<file path="config.mk">
export PLATFORM = sky130hd
export DESIGN_NAME = ring_osc_meter
export DESIGN_NICKNAME = d
export VERILOG_FILES = /design/src/rtl/ring_osc_pkg.sv /design/src/rtl/ring_osc_meter_osc_edge_sync.sv /design/src/rtl/ring_osc_meter.sv
export SDC_FILE = /design/constraint.sdc
export NUM_CORES = 1
export LEC_CHECK = 0
export CORE_MARGIN = 3
export CORE_UTILIZATION = 50
export DETAILED_ROUTE_END_ITERATION = 6
export GPL_TIMING_DRIVEN = 0
export PLACE_DENSITY = 0.8
export SKIP_CTS_REPAIR_TIMING = 1
export SYNTH_ARGS = -nofsm -noshare
export SYNTH_HDL_FRONTEND = slang
export SYNTH_SLANG_ARGS = --single-unit
</file>
<file path="constraint.sdc">
create_clock -name clk -period 5.5 [get_ports clk]
set_clock_uncertainty 0.15 [all_clocks]
set_input_delay 1.1 -clock clk [delete_from_list [all_inputs] [get_ports clk]]
set_output_delay 1.1 -clock clk [all_outputs]
set_load 0.01 [all_outputs]
</file>
<file path="src/rtl/ring_osc_pkg.sv">
// Shared definitions for the ring oscillator frequency meter: channel count,
// select encoding, FSM states and the synchronizer flush length.
package ring_osc_pkg;

    localparam int OSC_NUM   = 7;
    localparam int FLUSH_CYC = 3;

    localparam logic [2:0] SEL_03  = 3'd0;
    localparam logic [2:0] SEL_05  = 3'd1;
    localparam logic [2:0] SEL_07  = 3'd2;
    localparam logic [2:0] SEL_11  = 3'd3;
    localparam logic [2:0] SEL_13  = 3'd4;
    localparam logic [2:0] SEL_17  = 3'd5;
    localparam logic [2:0] SEL_19  = 3'd6;
    localparam logic [2:0] SEL_OFF = 3'd7;

    typedef enum logic [1:0] {
        IDLE    = 2'd0,
        FLUSH   = 2'd1,
        MEASURE = 2'd2,
        DONE    = 2'd3
    } state_t;

endpackage

</file>
<file path="src/rtl/ring_osc_meter_osc_edge_sync.sv">
// One oscillator channel: 2-flop synchronizer plus a previous-value flop,
// producing a one-clk rise strobe for each rising edge seen on the input.
module osc_edge_sync (
    input  logic clk,
    input  logic rst_n,
    input  logic d,
    output logic rise
);

    logic meta;
    logic sync;
    logic prev;

    always_ff @(posedge clk or negedge rst_n) begin
        if (!rst_n) begin
            meta <= 1'b0;
            sync <= 1'b0;
            prev <= 1'b0;
        end else begin
            meta <= d;
            sync <= meta;
            prev <= sync;
        end
    end

    assign rise = sync & ~prev;

endmodule

</file>
<file path="src/rtl/ring_osc_meter.sv">
// Ring oscillator frequency meter: counts rising edges of one selected
// oscillator over a gate window of gate_len clk cycles.
module ring_osc_meter
    import ring_osc_pkg::*;
#(
    parameter int GATE_W = 16,
    parameter int CNT_W  = 20
) (
    input  logic              clk,
    input  logic              rst_n,
    input  logic [6:0]        osc_in,
    input  logic [2:0]        sel,
    input  logic [GATE_W-1:0] gate_len,
    input  logic              start,
    output logic              busy,
    output logic              done,
    output logic [CNT_W-1:0]  count,
    output logic              overflow
);

    localparam logic [CNT_W-1:0] CNT_MAX = {CNT_W{1'b1}};

    state_t              state;
    state_t              state_nxt;
    logic [1:0]          flush_cnt;
    logic [GATE_W-1:0]   win_cnt;
    logic [2:0]          sel_q;
    logic [CNT_W-1:0]    edge_cnt;
    logic [CNT_W-1:0]    cnt_nxt;
    logic                ovf_q;
    logic                ovf_nxt;
    logic [OSC_NUM-1:0]  rise;
    logic [7:0]          rise_ext;
    logic                rise_sel;

    for (genvar i = 0; i < OSC_NUM; i++) begin : g_sync
        osc_edge_sync u_sync (
            .clk  (clk),
            .rst_n(rst_n),
            .d    (osc_in[i]),
            .rise (rise[i])
        );
    end

    // Bit 7 is the SEL_OFF slot and never strobes.
    assign rise_ext = {1'b0, rise};
    assign rise_sel = (sel_q == SEL_OFF) ? 1'b0 : rise_ext[sel_q];

    always_comb begin
        state_nxt = state;
        cnt_nxt   = edge_cnt;
        ovf_nxt   = ovf_q;
        case (state)
            IDLE:    if (start) state_nxt = FLUSH;
            FLUSH:   if (flush_cnt == 2'd0)
                         state_nxt = (win_cnt == '0) ? DONE : MEASURE;
            MEASURE: if (win_cnt == GATE_W'(1)) state_nxt = DONE;
            DONE:    state_nxt = IDLE;
            default: state_nxt = IDLE;
        endcase
        // Saturate instead of wrapping; overflow marks a dropped edge.
        if (state == MEASURE && rise_sel) begin
            if (edge_cnt == CNT_MAX) ovf_nxt = 1'b1;
            else                     cnt_nxt = edge_cnt + CNT_W'(1);
        end
    end

    always_ff @(posedge clk or negedge rst_n) begin
        if (!rst_n) begin
            state     <= IDLE;
            flush_cnt <= 2'd0;
            win_cnt   <= '0;
            sel_q     <= 3'd0;
            edge_cnt  <= '0;
            ovf_q     <= 1'b0;
            count     <= '0;
            overflow  <= 1'b0;
        end else begin
            state <= state_nxt;
            if (state == IDLE && start) begin
                sel_q     <= sel;
                win_cnt   <= gate_len;
                flush_cnt <= 2'(FLUSH_CYC - 1);
                edge_cnt  <= '0;
                ovf_q     <= 1'b0;
            end else begin
                edge_cnt <= cnt_nxt;
                ovf_q    <= ovf_nxt;
                if (state == FLUSH && flush_cnt != 2'd0)
                    flush_cnt <= flush_cnt - 2'd1;
                if (state == MEASURE)
                    win_cnt <= win_cnt - GATE_W'(1);
            end
            if (state_nxt == DONE && state != DONE) begin
                count    <= cnt_nxt;
                overflow <= ovf_nxt;
            end
        end
    end

    assign busy = (state != IDLE);
    assign done = (state == DONE);

endmodule
</file>
; After elaboration in Yosys (flattened, before gate mapping)
; Index checks and enable logic that the tools add are counted.
[word_totals]
memories = 0
ramBits = 0
word_cells = 84
latch_bits = 0
in_bits = 29
romBits = 0
output_inout_bits = 23
register_bits = 86
[classes]
shift = 0
reduce_logical = 11
order_cmp = 1
mux = 18
n_eq_ne = 8
bitwise_logic = 14
addsub = 3
div_mod_pow = 0
multipliers = 0
[ops]
columns = operator, count
row1 = 2-to-1 mux 20 bit, 3
row2 = 2-to-1 mux 16 bit, 2
row3 = adder 20 x 1 -> 20 bit (second input constant), 1
row4 = == test 20 bit (second input constant), 1
row5 = == test 16 x 1 -> 1 bit (second input constant), 1
row6 = logical NOT 16 bit, 1
row7 = subtractor 16 x 1 -> 16 bit (second input constant), 1
row8 = 2-to-1 mux 2 bit, 5
row9 = case mux 2 bit (4 select lines), 1
row10 = nonzero test 2 bit, 4
row11 = AND 1 bit, 7
row12 = inverter 1 bit, 7
row13 = == test 2 bit (second input constant), 3
row14 = 2-to-1 mux 1 bit, 6
row15 = logical AND 1 bit, 4
row16 = logical NOT 2 bit, 2
row17 = less-than comparator 3 x 4 -> 1 bit (second input constant), 1
row18 = binary-select mux 1 bit (select 3 bit), 1
row19 = == test 3 bit (second input constant), 1
row20 = == test 2 x 1 -> 1 bit (second input constant), 1
row21 = != test 2 bit (second input constant), 1
row22 = subtractor 2 x 1 -> 2 bit (second input constant), 1

; Logic depth before layout (Yosys ltp)
; Gate-level depths: netlist of run 1.
[depth]
depth_word = 8
ltp_mapped = 10
mapped_depth_nobuf = 8

; Hierarchy
; A second synthesis of run 1 with hierarchy kept.
[hier_totals]
cells_unflattened = 421
area_unflattened_um2 = 4219.0
[by_module_without_submodules]
columns = module, cells_each, seq_area_each_um2, n_inst, area_per_inst_um2
row1 = ring_osc_meter, 393, 1626.6, 1, 3597.2
row2 = osc_edge_sync, 4, 75.1, 7, 88.8

; Worst setup path before layout of run 1
; OpenSTA, ideal clock, no wires.
[synth_path]
kind = reg2reg
from = register edge_cnt[0]
to = register count[10]
stages_incl_launch_ff = 10
t_arrival_ns = 2.092
setup_slack_ns = 3.189
setup_time_ns = 0.069
path_cell_list = dfrtp_1 -> ha_1 -> and4_1 -> clkbuf_1 -> nand4_1 -> or2_2 -> buf_2 -> nand4_1 -> or4_1 -> nand3_1
[synth_between]
elab_chain_len = 3
[synth_rtl]
columns = element, line_no
row1 = from (decl), ring_osc_meter.sv:28  ; logic [CNT_W-1:0] edge_cnt;
row2 = from (signal assigned), ring_osc_meter.sv:87  ; edge_cnt <= cnt_nxt;
row3 = adder 20 x 1 -> 20 bit or == test 20 bit (tied branches), "ring_osc_meter.sv:64, ring_osc_meter.sv:63"
row4 = 2-to-1 mux 20 bit *, ring_osc_meter.sv:63  ; if (edge_cnt == CNT_MAX) ovf_nxt = 1'b1;
row5 = 2-to-1 mux 20 bit *, ring_osc_meter.sv:62  ; if (state == MEASURE && rise_sel) begin
row6 = to (signal assigned), ring_osc_meter.sv:95  ; count <= cnt_nxt;
row7 = to (decl), ring_osc_meter.sv:17  ; output logic [CNT_W-1:0] count,
; Every way passes the cells marked *; elsewhere a longest branch is shown, timed or not.
; A chain may end at the register's enable or synchronous reset.

; Final worst setup path of run 1
[layout_path]
from = register state[1]
to = output done
[layout_between]
elab_chain_len = 1
[layout_rtl]
columns = element, line_no
row1 = from (decl), ring_osc_meter.sv:23  ; state_t state;
row2 = from (signal assigned), ring_osc_meter.sv:79  ; state <= state_nxt;
row3 = == test 2 bit, ring_osc_meter.sv:102  ; assign done = (state == DONE);
row4 = to (decl), ring_osc_meter.sv:16  ; output logic done,
; No other way between the ends.

==> summary.md, run 1 <==
| Metric | Value |
|---|---|
| DR WL/cell | between 15 and 20 um |
| CTS root buffer | clkbuf_8 |
| Fraction of layout cells with a size suffix above 1 | 6.83% |
| Reg power frac | between 40% and 50% |
| Crit. End Element | output port |
| FMAX | between 0.3 and 0.4 GHz |
| Nets | 512 |
| # diodes | 0 |
| Die ar. | roughly 9200 um2 |
| Largest family of logic cells by synthesized area | simple AND/OR/NAND/NOR gates |
| Psw | about 600 uW |
| Clock Power Share | between 20% and 30% |
| Num rows | 32 |
| Chip Height | slightly below 100 um |
| RSZ-0062 raised after global routing | no |
| Starting Density | 52.0% |
| Syn nets | between 400 and 500 |
| Critical path type | reg -> out |
| CP Max Fanout | 10 |
| Status | finished, final reports clean |
| Leakage | slightly below 2 nW |
| Leading cell types in the layout, fill and taps excluded | 86 x dfrtp_1, 50 x nand2_1, 50 x clkdlybuf4s50_1, 39 x o21ai_0, 28 x a21oi_1 |
| Critical Path Start | state[1]$_DFF_PN0_ |
| CTS buffer count | 9 |
| Reg2reg start | edge_cnt[0]$_DFF_PN0_ |
| Area delta synth->final | 21.4% |
| Worst path max stage delay | around 0.55 ns |
| Die Span X | approximately 96 um |
| Pre-CTS WS | around 2.1 ns |
| Worst reg2reg path depth | 9 |
| Post-synthesis mux area share | less than 1% |
| Fin cells | ~590 |
| Worst reg2reg endpoint | count[14]$_DFFE_PN0P_ |
| Compound-Gate Fraction of Synth Area | ~15% |
| Worst path cell trace | clkbuf_1 > inv_1 > nor2_1 > clkdlybuf4s50_1 |
| Xor-xnor portion of the synthesized cell area | under 10% |
| MaxCap Viol Count | 0 |
| Slew HR | 37.7% |
| CTS tree | yes |
| Reg2Reg Setup Slack | 2.72 ns |
| I/O pin total | 52 |
| Ys flop type | dfrtp_1 |
| Crit path DAT | around 2.0 ns |
| Post-synth EDFFs | 0 |
| Mapped cell area | slightly above 4000 um2 |
| Post-Place Cells | between 500 and 600 |
| Initial antenna violation count | 0 |
| Clock slew at reported path FFs | about 0.09 ns |
| Fin util | 63.1% |
| HP Class | reg -> reg |
| HPWL Detailed | between 6000 and 7000 um |
| Adder-cell share of the synthesized area | under 10% |
| Via Count | around 3500 |
| Setup crit end | done |
| Final TNS setup | 0 ns |
| Post-synth ARST share | 100% |
| # H-tree levels | 3 |
| Number of vias per cell | 5.94 |
| Post-Synthesis Cells | 415 |
| Grt total ovfl | 0 |
| Clk Latency, worst-skew pair | about 0.38 ns |
| # clock sinks | 86 |
| Sequential cell area fraction in the yosys report | a little over half |
| First-pass GRT wire length | approximately 16000 um |
| Simple-gate share of the synthesized area | approximately a quarter |
| Pwr dens | about 350 nW/um2 |
| Final Cycle Share | about three fifths |
| Drt pass-1 iters | 5 |
| DRC | 0 |
| Sw Share | 34.8% |
| Required time worst endpoint | 4.25 ns |
| Final Slew Violations | 0 |
| Final ANT Viol Nets | 0 |
| Post-route setup slack | roughly 2.2 ns |
| Int Pwr | ~1.1 mW |
| # setup viols final | 0 |
| Register Area | 2150 um2 |
| Initial DRC count | roughly 390 |
| Unique masters post-synth | 48 |
| Critical-path top delay cell | clkdlybuf4s50_1 |
| Total Routing Usage GR | 22.5% |
| Post-synthesis register bit count | 86 |
| Number of port buffers | between 50 and 60 |
| Critical Path Source Type | flop |
| Commonest non-fill, non-tap cell in the layout | dfrtp_1 |
| Hold Fails Final Rpt | 0 |
| Final Critical Period | roughly 3.3 ns |
| Syn Area/Cell | ~10 um2 |
| Ys Warns | 0 |
| Max VDD drop | about 0.00019 V |
| Largest net degree at the start of global routing | 50 |
| Fillers | about 660 |
| Comb power frac | about 25% |
| Area used by multi-input combinational logic | 1760 um2 |
| Clk buf depth | 2 |
| GPL Wtd Cong | approximately 0.88 |
| Worst hold slack | approximately 0.2 ns |
| Core area | slightly below 8000 um2 |
| Vias in the first global route | about 3400 |
| Worst-Margin Slew | a little over 0.9 ns |
| Routed WL | 9420 um |
[flip-flops by register name (all words and copies together), names as in the netlist]
name and cells:
win_cnt 16, count 20, ovf_q 1, g_sync.u_sync.prev 7
flush_cnt 2, g_sync.u_sync.meta 7, overflow 1, sel_q 3
edge_cnt 20, state 2, g_sync.u_sync.sync 7
[power by group through the flow]
stage	Clock [mW]	Combinational, mW	Sequential, mW
CTS	0.471	0.434	0.832
finish	0.468	0.433	0.832
global route	0.499	0.489	0.847
floorplan	0	0.306	0.821
detailed placement	0	0.430	0.845
global placement	0	0.407	0.838
[cells in the mapped netlist (3+ instances only)]
library cell	n	area share, %
nor3_1	8	0.99
o22ai_1	6	0.92
clkbuf_1	15	1.4
a21oi_1	28	3.5
inv_1	10	0.92
or4_1	12	2.2
o31ai_1	4	0.74
xor2_1	4	0.86
ha_1	5	1.5
buf_6	3	0.83
nand2_1	50	4.6
nor2_1	21	1.9
nand2b_1	5	0.77
nand3b_1	3	0.55
nor2b_1	3	0.46
xnor2_1	10	2.2
o211ai_1	13	2.4
dfrtp_1	86	53
o21ai_0	39	4.8
nand3_1	27	3.3
nand4_1	13	2.0
or3_1	14	2.2
nor4_1	3	0.46
[metal layers]
layer  share of wire [%]  vias up  GRT usage, %
met5                   0        -             0
met4                 1.9        0          8.77
met3                 6.5       17          3.91
met2                  49      138          36.3
met1                  43     1686          30.3
li1                    -     1631             -
[worst max-delay path: cells and delay by family, from the launching register on]
kind / cells / cell delay (ns)
buffers and inverters: 3 / 1.08
flip-flops: 1 / 0.43
AND/OR/NAND/NOR: 1 / 0.13
[final cells by class]
type,instances,share of cell area (%)
Multi-Input combinational cell,297,35.8
Timing Repair Buffer,52,10.9
Clock inverter,6,1.55
Buffer,21,2.11
Sequential cell,86,43.7
Tap cell,102,2.59
Inverter,11,0.838
Clock buffer,10,2.59
[how the worst min path moves through the flow]
stage | from | end | slack, ns | cells after the start
after global routing | g_sync[4].u_sync.meta$_DFF_PN0_ | g_sync[4].u_sync.sync$_DFF_PN0_ | 0.21 | 0
after detailed placement | g_sync[5].u_sync.meta$_DFF_PN0_ | g_sync[5].u_sync.sync$_DFF_PN0_ | 0.19 | 0
final | g_sync[5].u_sync.meta$_DFF_PN0_ | g_sync[5].u_sync.sync$_DFF_PN0_ | 0.20 | 0
after floorplan | g_sync[0].u_sync.meta$_DFF_PN0_ | g_sync[0].u_sync.sync$_DFF_PN0_ | 0.18 | 0
after global placement | g_sync[3].u_sync.meta$_DFF_PN0_ | g_sync[3].u_sync.sync$_DFF_PN0_ | 0.18 | 0
after CTS | g_sync[5].u_sync.meta$_DFF_PN0_ | g_sync[5].u_sync.sync$_DFF_PN0_ | 0.21 | 0
[kinds of logic (layout without fill, tap and decap cells)]
group,after synthesis,in the layout
AND/OR/NAND/NOR,175,175
AO/OA/AOI/OAI,100,100
flip-flops,86,86
buffers and inverters,32,100
XOR/XNOR,14,14
adder cells (fa/ha/maj),5,5
multiplexers,3,3
[stage by stage]
step                instance area, um2  total power, mW
floorplan                         4060             1.13
finish                            4930             1.73
CTS                               4930             1.74
global placement                  4700             1.24
detailed placement                4720             1.27
global route                      4930             1.84
Note: power is estimated with default switching activity, not from simulation.
==> inputs of run 2 (changes only) <==
- clock period: 5.5 -> 3.4 ns (I/O delays scaled with it)
==> results of run 2 <==
The final DEF is identical to that of run 1. Status: finished, final reports clean.
Main changes from that run: setup slack after placement 2.09 ns -> 0.414 ns; clock-pin slew on the worst setup and hold paths 0.09 ns -> 0.10 ns; setup slack after layout 2.25 ns -> 0.569 ns; hold slack 0.204 ns -> 0.111 ns; register-to-register setup slack 2.72 ns -> 0.62 ns; total power 1.73 mW -> 2.80 mW; worst IR drop on VDD 0.000187 V -> 0.000303 V
==> inputs of run 3 (changes only) <==
- PLACE_DENSITY: 0.8 -> 0.83
- clock period: 3.4 -> 2.4 ns (I/O delays scaled with it)
==> run 3 against run 2 <==
Clock power grew 35%. Highest routed layer unchanged. Clock-buffer cell count shrank 1. Worst setup slack lost 0.71 ns. Non-clock buffer count grew 20. Global-route usage shrank 0.97 points. Critical endpoint is now count[3]$_DFFE_PN0P_. The flow now finishes with violations (negative setup slack). Final cell count grew 3.4%. Core utilization grew 4.4 points. Combinational power grew 59%. Register-to-register slack lost 0.76 ns. Largest cell class unchanged.
==> summary.md, run 3 (synthesized netlist as in run 1, its figures left out) <==
| Metric | Value |
|---|---|
| Initial antenna violation count | 0 (unchanged) |
| Total Routing Usage GR | 21.5% (-0.97 points) |
| Final Cycle Share | 106% |
| Via Count | 3620 (+4.3%) |
| Initial DRC count | 327 (-15%) |
| Most used routing layer | met2 |
| Crit path DAT | 2.69 ns (+0.69 ns) |
| DR WL/cell | 17.0 um (+5.5%) |
| Leading cell types in the layout, fill and taps excluded | 82 x dfrtp_1, 50 x nand2_1, 50 x clkdlybuf4s50_1, 34 x o21ai_0 |
| Worst reg2reg path depth | 6 (-3) |
| # H-tree levels | 3 (unchanged) |
| Starting Density | 52.0% (unchanged) |
| Die Span X | 96.1 um (unchanged) |
| Worst reg2reg endpoint | count[3]$_DFFE_PN0P_ |
| FMAX | ~0.39 GHz |
| Met3 GRT Util | 4.69% (+0.78 points) |
| Registers with the most flip-flops | count (20), edge_cnt (20), win_cnt (16) |
| Commonest non-fill, non-tap cell in the layout | dfrtp_1 |
| MaxCap Viol Count | 0 (unchanged) |
| Die ar. | 9240 um2 (unchanged) |
| Routed WL | 10300 um (+9.1%) |
| GPL Wtd Cong | 0.894 (+1.8%) |
| Slew HR | 60.1% (+22 points) |
| Worst-Margin Slew | 0.598 ns (-0.324 ns) |
| DRC | 0 (unchanged) |
| Vias in the first global route | 3240 (-4.1%) |
| Nets | 532 (+3.9%) |
| Core area | 7810 um2 (unchanged) |
| Num rows | 32 (unchanged) |
| Required time worst endpoint | between 2 and 3 ns |
| Status | finished, violations left |
| Final Slew Violations | 0 (unchanged) |
| Failing checks | negative setup slack |
| End of the worst hold path | g_sync[3].u_sync.sync$_DFF_PN0_ |
| M1 GR Usage | 28.8% (-1.5 points) |
| Final Critical Period | around 2.5 ns |
| Pwr Total | slightly above 4 mW |
| Clk Latency, worst-skew pair | 0.38 ns (about the same) |
| Critical path type | reg -> reg |
| Fin cells | 605 (+3.4%) |
| Chip Height | 96.1 um (unchanged) |
| Worst Hold Depth | 0 |
| CP Max Fanout | 4 (-6) |
| Crit. End Element | flop |
| Clk buf depth | 2 (unchanged) |
| HPWL Detailed | 6610 um (+0.76%) |
| Number of vias per cell | 5.98 (+0.82%) |
| Met2 global-route usage | 34.7% (-1.6 points) |
| CTS tree | yes |
| # clock sinks | 86 (unchanged) |
| Post-Place Cells | 569 (unchanged) |
| Fillers | 565 (-15%) |
| RSZ-0062 raised after global routing | yes |
| Number of port buffers | 51 (unchanged) |
| Drt pass-1 iters | 5 (unchanged) |
| # diodes | 0 (unchanged) |
| Pwr dens | about 770 nW/um2 |
| Post-route setup slack | -0.138 ns |
| # setup viols final | 13 (+13) |
| CTS root buffer | clkbuf_8 |
| Max VDD drop | 0.000392 V |
| I/O pin total | 52 (unchanged) |
| Final ANT Viol Nets | 0 (unchanged) |
| Hold path startpoint | g_sync[3].u_sync.meta$_DFF_PN0_ |
| Reg2reg start | win_cnt[7]$_DFFE_PN0P_ |
| HP Class | reg -> reg |
| CTS buffer count | 9 (unchanged) |
| First-pass GRT wire length | 15200 um (-4.8%) |
| Fraction of layout cells with a size suffix above 1 | 17.9% (+11 points) |
| Final TNS setup | -1.19 ns (-1.19 ns) |
| Clock slew at reported path FFs | between 0.1 and 0.15 ns |
| Critical Path Source Type | flop |
| Leakage | 2.12 nW (+7.7%) |
| Largest net degree at the start of global routing | 59 (+18%) |
| Reg2Reg Setup Slack | -0.14 ns |
| Hold Fails Final Rpt | 0 (unchanged) |
| Area delta synth->final | 29.7% |
| Grt total ovfl | 0 (unchanged) |
## run 3: cell count changes in the layout (fill, tap and decap cells not counted), moves of 3 or more
cell / before / now
buf_4: 1 / 22
o21ai_1: 0 / 3
inv_8: 1 / 4
o21ai_0: 39 / 34
buf_6: 3 / 9
dfrtp_1: 86 / 82
clkbuf_1: 16 / 5
dfrtp_2: 0 / 4
## run 3: where the power goes
part	internal [mW]	switching [mW]	total (mW)	leakage, nW
sequential	1.66	0.259	1.92	1.10
clock	0.410	0.611	1.02	0.0977
combinational	0.500	0.609	1.11	0.915
total	2.57	1.48	4.05	2.12
## run 3: worst max-delay path: stages (launching register included)
cell	delay, ns
dfrtp_1	0.40
or4_4	0.58
nor4_4	0.34
nand4_1	0.24
buf_4	0.23
or4_1	0.41
nand3_1	0.10
## run 3: cell type report
type / count / area [um2] / area share [%]
Buffer: 20 / 150 / 2.85
Clock buffer: 9 / 124 / 2.35
Clock inverter: 7 / 70.1 / 1.33
Inverter: 11 / 45.0 / 0.855
Multi-Input combinational cell: 297 / 1890 / 35.9
Sequential cell: 86 / 2160 / 41.0
Tap cell: 102 / 128 / 2.42
Timing Repair Buffer: 73 / 703 / 13.4
## run 3: worst max-delay path by stage
stage | start | slack (ns) | endpoint | depth (start not counted)
after global routing | win_cnt[7]$_DFFE_PN0P_ | -0.20 | count[3]$_DFFE_PN0P_ | 6
after floorplan | edge_cnt[0]$_DFF_PN0_ | 0.09 | count[10]$_DFFE_PN0P_ | 9
final | win_cnt[7]$_DFFE_PN0P_ | -0.14 | count[3]$_DFFE_PN0P_ | 6
after CTS | edge_cnt[0]$_DFF_PN0_ | -0.31 | count[14]$_DFFE_PN0P_ | 9
after detailed placement | start | -0.38 | edge_cnt[11]$_DFF_PN0_ | 6
after global placement | rst_n | -2.28 | edge_cnt[8]$_DFF_PN0_ | 1
## run 3: stage by stage
step / worst slack (ns) / hold slack, ns / instance area, um2 / util (%)
floorplan: 0.0888 / 0.0344 / 4060 / -
global placement: -2.28 / 0.182 / 4700 / 60.2
detailed placement: -0.380 / 0.186 / 4720 / 60.5
CTS: -0.306 / -0.127 / 4920 / 63.0
global route: -0.198 / 0.211 / 5270 / 67.5
finish: -0.138 / 0.206 / 5270 / 67.5
## run 3: layer usage
metal | wire (um) | vias up | part of all wire (%)
li1 | - | 1679 | -
met2 | 5130 | 159 | 50
met5 | 0 | - | 0
met3 | 726 | 21 | 7.1
met1 | 4250 | 1761 | 41
met4 | 172 | 0 | 1.7
